==> src/rtl/seq_mult.sv <==
// Unsigned N x N shift-and-add multiplier with register-file writeback.
// One result every N+2 cycles; LD_REG pulses for one cycle in WB.
module seq_mult #(
    parameter int N = 16
) (
    input  logic         clk,
    input  logic         reset,
    input  logic         start,
    input  logic [N-1:0] A,
    input  logic [N-1:0] B,
    input  logic [2:0]   DR_In,
    output logic         busy,
    output logic         done,
    output logic         LD_REG,
    output logic [2:0]   DR,
    output logic [N-1:0] D_Out,
    output logic [N-1:0] Prod_Hi,
    output logic         ovf
);

    localparam int CW = $clog2(N + 1);

    typedef enum logic [1:0] {
        IDLE,
        RUN,
        WB
    } state_t;

    state_t         state;
    state_t         state_nx;
    logic [N-1:0]   m;
    logic [N-1:0]   q;
    logic [N:0]     p;
    logic [N:0]     sum;
    logic [CW-1:0]  cnt;
    logic           last;

    assign last = (cnt == CW'(N - 1));

    always_ff @(posedge clk) begin
        if (reset) state <= IDLE;
        else       state <= state_nx;
    end

    always_comb begin
        state_nx = state;
        unique case (state)
            IDLE:    if (start) state_nx = RUN;
            RUN:     if (last) state_nx = WB;
            WB:      state_nx = IDLE;
            default: state_nx = IDLE;
        endcase
    end

    // p[N] is always zero between iterations, so the add cannot lose a carry
    always_comb begin
        sum = p;
        if (q[0]) sum = p + {1'b0, m};
    end

    always_ff @(posedge clk) begin
        if (reset) begin
            m   <= '0;
            q   <= '0;
            p   <= '0;
            cnt <= '0;
            DR  <= '0;
        end else begin
            unique case (state)
                IDLE: begin
                    if (start) begin
                        m   <= A;
                        q   <= B;
                        DR  <= DR_In;
                        p   <= '0;
                        cnt <= '0;
                    end
                end
                RUN: begin
                    p   <= {1'b0, sum[N:1]};
                    q   <= {sum[0], q[N-1:1]};
                    cnt <= cnt + CW'(1);
                end
                default: ;
            endcase
        end
    end

    assign busy    = (state != IDLE);
    assign done    = (state == WB);
    assign LD_REG  = done;
    assign D_Out   = q;
    assign Prod_Hi = p[N-1:0];
    assign ovf     = |p[N-1:0];

endmodule
==> config.mk <==
export PLATFORM = sky130hd
export DESIGN_NAME = seq_mult
export DESIGN_NICKNAME = d
export VERILOG_FILES = /design/src/rtl/seq_mult.sv
export SDC_FILE = /design/constraint.sdc
export NUM_CORES = 1
export LEC_CHECK = 0
export CAP_MARGIN = 40
export CORE_MARGIN = 2
export CORE_UTILIZATION = 36
export CTS_CLUSTER_SIZE = 12
export DETAILED_ROUTE_END_ITERATION = 12
export GPL_TIMING_DRIVEN = 0
export HOLD_SLACK_MARGIN = 0.03
export PLACE_DENSITY = 0.61
export REMOVE_ABC_BUFFERS = 1
export SYNTH_ARGS = -nofsm -noshare
export SYNTH_HDL_FRONTEND = slang
export SYNTH_SLANG_ARGS = --single-unit
==> constraint.sdc <==
create_clock -name clk -period 3.7 [get_ports clk]
set_input_delay 0.555 -clock clk [delete_from_list [all_inputs] [get_ports clk]]
set_output_delay 0.555 -clock clk [all_outputs]
set_load 0.02 [all_outputs]
### After elaboration in Yosys (flattened, before gate mapping)

Cells that the tools add are included.
W data, S select, Z words.

* bits in registers: 59
* bits of input ports: 38
* output and inout bits: 39
* logic and storage cells: 30

* $add $sub $neg: 2
* equal/unequal tests: 5
* muxes and demuxes: 10
* reduce and logical (&&, ||, !) cells: 7

Operator list (number)
* $mux W17: 2
* $pmux W17 S2: 1
* $pmux W16 S2: 1
* $add A17 B16 Y17: 1
* $mux W16: 1
* $reduce_or A16 Y1: 1
* $pmux W5 S2: 1
* $reduce_and A2 Y1: 3
* $add A5 B1 Y5 const B: 1
* $eq A5 B4 Y1 const B: 1
* $mux W5: 1
* $mux W2: 2
* $ne A2 B2 Y1 const B: 2
* $pmux W2 S2: 1
* $reduce_bool A2 Y1: 2
* $eq A2 B1 Y1 const B: 1
* $eq A2 B2 Y1 const B: 1
* $logic_not A2 Y1: 1

### Logic depth before layout (Yosys ltp)

Gate-level depths: netlist (run 1).

* word-level depth: 3
* depth in mapped cells: 8
* mapped depth without buffers: 8

### Least setup slack after synthesis (run 1)

OpenSTA, ideal clock, no wires.

* path type: register to register
* from: register p[0]
* to: register p[11]
* setup time: 130 ps
* arrival time: 2225 ps
* data required time: 3570 ps
* setup slack: 1344 ps
* stages on the path, launching flop included: 9
* buffers on the path: 0
* period minus slack after synthesis: 2356 ps
* cells stage by stage: dfxtp_1 > ha_1 > fa_1 > a21o_1 > a311oi_2 > nor4_2 > a2111oi_4 > xor2_1 > o22ai_1

* longest elaborated chain between the ends: 3

Ends and longest elaborated chain
* start, declared: line 33 `logic [N:0] p;`
* start signal, assigned: line 80 `p <= {1'b0, sum[N:1]};`
* $add A17 B16 Y17: line 58 `if (q[0]) sum = p + {1'b0, m};`
* $mux W17: line 58
* $pmux W17 S2: line 69 `unique case (state)`

Every way passes these cells.
A chain may end at the register's enable or synchronous reset.

### Worst setup path in the final report (run 1)

Ends and elaborated chain as after synthesis.

==> impl_results.md, run 1 <==
- Status: finished clean
- CTS Root Cell: clkbuf_8
- Critical-path cell list: ha_1 > fa_1 > a21o_1 > a311oi_2 > nor4_2 > a2111oi_4 > xor2_1 > o22ai_1
- Routability Congestion: 0.893
- Wire per inst: 15.0 um
- Post-synth EDFFs: 0
- HP Class: reg -> reg
- Hold path cells: 2
- Worst EP arrival: 2.79 ns
- Die W: 98.8 um
- Minimum clock period: 2.58 ns
- WL met1: 4.16 mm
- Cts bufs inserted: 9
- Gr ovfl total: 0
- Clock Skew: 0.00446 ns
- # diodes: 0
- Setup TNS Final: 0 ns
- Post-DRT Antenna Nets: 0
- H-tree depth: 3
- Synth area leaders: dfxtp_1, nand2_1, a21oi_1
- Leading area contributor after synthesis: dfxtp_1
- Worst slew margin: 55.0%
- Synth Cell Area: 3230 um^2
- Pwr dens: 364 nW/um^2
- Synth Flop Type: dfxtp_1
- Crit path capture type: register
- DRT iter0 DRCs: 162
- Top Layer Used: met4
- Netlist cell types: 44
- Initial core utilization: 37.1%
- Rows: 34
- Area Growth Syn to Fin: 32.8%
- RSZ-0062 raised after global routing: false
- IO Port Bufs: 76
- Final period util: 69.8%
- Count leader, synth: nand2_1
- Mean Syn Cell Area: 7.74 um^2
- Layout cells sized above 1: 6.16%
- CTS tree: yes
- Number of global-route vias before repair: 3141
- Die area: 9760 um^2
- Ys Warns: 0
- CTS Hold Bufs: 0
- Leakage: 0.00162 uW
- Max stage delay on crit path: 0.42 ns
- Clock Latency Late Sink: 0.33 ns
- Global Route Usage Sum: 18.8%
- Met3 wire len: 432 um
- Post-DP HPWL: 6.34 mm
- Total Wirelength: 8.91 mm
- Power Total: 1560 uW
- Top-Level Pins: 77
- Post-CTS setup buffer count: 0
- Met2 WL: 4.25 mm
- Top cells by count, synth: nand2_1, dfxtp_1, a21oi_1
- Critical path type: reg -> reg
- Residual DRC: 0
- Critical Path RT: 3.91 ns
- Die Ht: 98.8 um
- Ys async rst share: 0%
- WHS: 0.464 ns
- Largest net degree at the start of global routing: 44
- Clk sink count: 58
- Post-cts sizing count: 0
- First-pass GRT wire length: 15.1 mm
- Vias: 3188
- Seq/Total Area, Yosys: 35.9%
- WP depth: 8
- Fin. Hold Viols: 0
- Nets: 539
- Worst Path Max Fanout: 5
- Post-synthesis cell count: 418
- Max-cap violations: 0
- Core area: 8720 um^2
- Setup violators final: 0
- Yosys reg bits: 58
- Initial antenna violation count: 0
- Vias per cell: 5.36
- Max Freq: 0.387 GHz
- Crit start category: register
- Max-slew violations: 0
- 1st-pass router iterations: 4
- CP Buf/Inv Count: 0
- Critical path's top delay family: compound AO/OA/AOI/OAI gates
- Least-Margin Pin Slew: 0.675 ns
- Crit-path slowest cell: fa_1
- Worst-case reg-to-reg path depth: 8
- Clock buffer depth: 2
- Yosys top cell area share: 35.9%
- CTS clk-pin slew, worst paths: 0.07 ns
- VDD IR max: 0.188 mV
state kept, by name, indices dropped and copies added (netlist names):
signal	flops
D_Out	16
m	16
p	16
cnt	5
DR	3
state	2
cells in the final DEF, fill, tap and decap left out, types with 2 or more instances in the layout:
cell / n
a311oi_1: 17
o31ai_1: 2
and2_1: 3
a21oi_1: 48
inv_1: 4
mux2_2: 2
clkbuf_8: 10
buf_12: 2
nand3_1: 11
clkinv_2: 3
a211oi_1: 7
xnor2_1: 8
nand2_1: 90
clkinvlp_4: 2
nor2b_1: 5
mux2i_1: 4
ha_1: 18
dfxtp_1: 58
a31oi_1: 10
o22ai_1: 5
nor4_1: 5
clkdlybuf4s50_1: 75
o21bai_1: 3
nor3_1: 2
and3_1: 3
a21o_1: 5
xor2_1: 3
o21ai_0: 13
o21a_1: 3
nor3b_1: 8
nand4_1: 3
buf_8: 2
nor2_1: 34
layout make-up:
class / count / area, um^2
fill: 849 / 4420
clock inverter: 5 / 30.0
clock buffer: 11 / 141
inverter: 4 / 15.0
tap: 108 / 135
timing repair buffer: 82 / 865
sequential: 58 / 1160
multi-input combinational: 327 / 1950
worst paths after layout:
path | from | end | slack, ns
max reg2reg | p[0] | p[11] | 1.12
max | p[0] | p[11] | 1.12
min | DR[0] | DR[0] | 0.46
min reg2reg | DR[0] | DR[0] | 0.46
per-stage QoR:
step / instances / instance area (um^2) / utilization, % / worst slack [ns]
2_1_floorplan: 389 / 3120 / - / 1.35
3_3_place_gp: 573 / 4020 / 46.1 / 0.244
3_5_place_dp: 579 / 4130 / 47.3 / 1.14
4_1_cts: 595 / 4300 / 49.3 / 1.14
5_1_grt: 595 / 4300 / 49.3 / 1.02
6_report: 595 / 4300 / 49.3 / 1.12
worst reg2reg max path, delay by kind of cell, from the launching register on:
family	cells	cell delay, ns
simple gates	1	0.12
fa+ha+maj	2	0.67
xor+xnor	1	0.23
flops	1	0.36
compound gates	4	1.08
per-layer routing:
| metal | vias up | global-route usage, % |
|---|---|---|
| met5 | - | 0 |
| met2 | 62 | 30.7 |
| li1 | 1627 | - |
| met4 | 0 | 6.43 |
| met3 | 5 | 3.69 |
| met1 | 1494 | 24.8 |
logic make-up after synthesis:
kind of cell	Yosys count	synth area share, %
and+or+nand+nor	173	23.9
xor gates and xnor gates	11	2.98
adders and majority gates	19	7.58
muxes	6	1.93
DFF	58	35.9
buffers and inverters	33	3.98
AOI/OAI and AO/OA	118	23.7
where the power goes:
group | total (uW) | switching [uW] | internal (uW)
combinational | 351 | 189 | 163
clock | 515 | 257 | 258
sequential | 697 | 34.4 | 663
total | 1560 | 480 | 1080
(Power assumes the default switching activity.)
==> inputs of run 2 (changes only) <==
Settings changed: PLACE_DENSITY 0.61 to 0.63.
Clock period 3.7 ns to 2.1 ns, I/O delays scaled along.
==> run 2 against run 1 <==
Compared with the run above:
- the flow now finishes with violations (negative setup slack)
- cell count up 0.84%
- total power grew 87%
- maximum frequency is 21% higher
- highest routed layer unchanged
- sequential share of layout area is 0.65 points lower
- setup slack got worse by 1.2 ns
- utilization is 1.6 points higher
- register-to-register slack worse by 1.2 ns
==> impl_results.md, run 2 (same netlist as run 1, synthesis figures left out) <==
- Worst Path Max Fanout: 3 (was 5)
- Clk sink count: 58 (unchanged)
- Core area: 8720 um^2 (unchanged)
- Leakage: 0.00168 uW (was 0.00162 uW)
- # diodes: 0 (unchanged)
- Pwr dens: 658 nW/um^2 (was 364 nW/um^2)
- Multi-input gate area: 2010 um^2 (was 1950 um^2)
- Failing checks: negative setup slack
- Vias per cell: 5.36 (about the same)
- Gr ovfl total: 0 (unchanged)
- Least-Margin Pin Slew: 0.632 ns (was 0.675 ns)
- Clock Skew: 0.0118 ns (was 0.00446 ns)
- Residual DRC: 0 (unchanged)
- Die area: 9760 um^2 (unchanged)
- Final core utilization: 50.9% (was 49.3%)
- Critical Path End: p[11] (unchanged)
- DRT iter0 DRCs: 126 (was 162)
- Largest net degree at the start of global routing: 36 (was 44)
- R2R Path Start: p[0] (unchanged)
- CTS Root Cell: clkbuf_8 (unchanged)
- Worst slew margin: 57.4% (was 55.0%)
- Most common cell after layout, fill and taps aside: nand2_1 (unchanged)
- CTS Hold Bufs: 0 (unchanged)
- Sw power: 880 uW (was 480 uW)
- Vias: 3216 (was 3188)
- Post-DRT Antenna Nets: 0 (unchanged)
- Area Growth Syn to Fin: 37.1% (was 32.8%)
- Global Route Usage Sum: 18.8% (about the same)
- Critical path type: reg -> reg (unchanged)
- R2r endpoint: p[11] (unchanged)
- Initial core utilization: 37.1% (unchanged)
- Sequential power share: 42.3% (was 44.6%)
- Switch share: 30.2% (was 30.7%)
- Fill cells: 843 (was 849)
- Critical Path RT: 2.32 ns (was 3.91 ns)
- Part of the power in combinational logic: 21.3% (was 22.5%)
- Worst EP arrival: 2.36 ns (was 2.79 ns)
- Wire per inst: 14.9 um (was 15.0 um)
- VDD IR max: 0.394 mV (was 0.188 mV)
- Rows: 34 (unchanged)
- CTS clk-pin slew, worst paths: 0.07 ns (about the same)
- Crit start category: register (unchanged)
- Status: complete, but fails checks (was finished clean)
- Minimum clock period: 2.14 ns (was 2.58 ns)
- Clock group share of total power: 36.5% (was 32.9%)
- Layout cells sized above 1: 9.76% (was 6.16%)
- Max Freq: 0.467 GHz (was 0.387 GHz)
- Nets: 544 (was 539)
- HP Class: reg -> reg (unchanged)
- Fin. Hold Viols: 0 (unchanged)
- Number of global-route vias before repair: 3247 (was 3141)
- 1st-pass router iterations: 4 (unchanged)
- Max-cap violations: 0 (unchanged)
- Initial antenna violation count: 0 (unchanged)
- Crit path capture type: register (unchanged)
- Post-DP HPWL: 6.35 mm (was 6.34 mm)
- Total Wirelength: 8.97 mm (was 8.91 mm)
- Die Ht: 98.8 um (unchanged)
- H-tree depth: 3 (unchanged)
- Setup violators final: 3 (was 0)
- Top-Level Pins: 77 (unchanged)
- RSZ-0062 raised after global routing: true (was false)
- Cts bufs inserted: 9 (unchanged)
- Setup ws final: -0.0404 ns (was 1.12 ns)
- Die W: 98.8 um (unchanged)
- IO Port Bufs: 76 (unchanged)
- Clock Latency Late Sink: 0.34 ns (was 0.33 ns)
- Worst-case reg-to-reg path depth: 8 (unchanged)
- Final period util: 102% (was 69.8%)
- Post-DP Area: 4130 um^2 (about the same)
- Routability Congestion: 0.879 (was 0.893)
- Pint: 2040 uW (was 1080 uW)
- Max-slew violations: 0 (unchanged)
- Setup slack, reg-to-reg: -0.04 ns (was 1.12 ns)
- Clock buffer depth: 2 (unchanged)
- CTS tree: yes (unchanged)
- First-pass GRT wire length: 15.3 mm (was 15.1 mm)
- Finished Cell Area: 4440 um^2 (was 4300 um^2)
- Reg area: 1170 um^2 (was 1160 um^2)
- Critical Path Source: p[0] (unchanged)
- Most frequent cells in the layout: nand2_1, clkdlybuf4s50_1, dfxtp_1, a21oi_1, nor2_1 (unchanged)
[run 2: cell types whose count changed in the layout (fill, tap and decap cells not counted), sizes merged]
cell           previous run  this run
buf                       7        12
bufinv                    0         1
dlygate4sd2               0         1
clkbuf                   11        10
clkinvlp                  2         1
clkdlybuf4s50            75        74
inv                       4         5
[run 2: power by group through the flow]
stage / combinational, uW / sequential (uW) / clock (uW)
after floorplan: 267 / 1300 / 0
after global placement: 573 / 1260 / 0
after detailed placement: 619 / 1250 / 0
after CTS: 624 / 1230 / 1090
after global routing: 683 / 1240 / 1140
final: 621 / 1230 / 1060
[run 2: worst min path at each step]
| stage | slack, ns | depth (start not counted) | start | endpoint |
|---|---|---|---|---|
| global route | 0.48 | 2 | m[7] | m[7] |
| global placement | 0.44 | 2 | DR[0] | DR[0] |
| CTS | 0.46 | 2 | DR[1] | DR[1] |
| detailed placement | 0.45 | 2 | DR[1] | DR[1] |
| finish | 0.46 | 2 | DR[1] | DR[1] |
| floorplan | 0.38 | 1 | reset | DR[0] |
[run 2: critical path, cell delays in order, from the launching register on]
cell	delay (ns)
dfxtp_4	0.35
ha_4	0.16
fa_2	0.36
a21o_1	0.22
a311oi_4	0.34
nor4_4	0.07
a2111oi_4	0.24
xor2_1	0.19
o22ai_1	0.08
[run 2: layout make-up]
type	instances	share of cell area, %
multi-input cells	327	45.4
flip-flops and latches	58	26.4
repair buffers	87	20.3
clock buffers	10	3.10
well taps	108	3.05
clock inverters	6	1.47
inverters	4	0.339
[run 2: repair_timing]
| item | in CTS | in global routing |
|---|---|---|
| pin swaps | 13 | 5 |
| gates resized for setup | 12 | 7 |
| endpoints found under the setup margin | 8 | 9 |
| buffers inserted | 4 | 0 |
[run 2: metrics by stage]
stage	setup TNS (ns)	cells	hold slack (ns)	worst slack, ns	total power [uW]
floorplan	-0.854	389	0.384	-0.250	1560
global placement	-34.83	573	0.444	-1.15	1830
global route	-0.451	600	0.484	-0.139	3070
detailed placement	-1.45	580	0.452	-0.375	1870
finish	-0.0598	600	0.461	-0.0404	2920
CTS	-0.0481	600	0.463	-0.0477	2940
[run 2: layer usage]
metal | part of all wire [%] | GRT usage (%) | vias up
li1 | - | - | 1626
met1 | 46 | 23.8 | 1494
met4 | 1.7 | 6.95 | 0
met3 | 6.9 | 5.18 | 13
met2 | 46 | 30.7 | 83
met5 | 0 | 0 | -
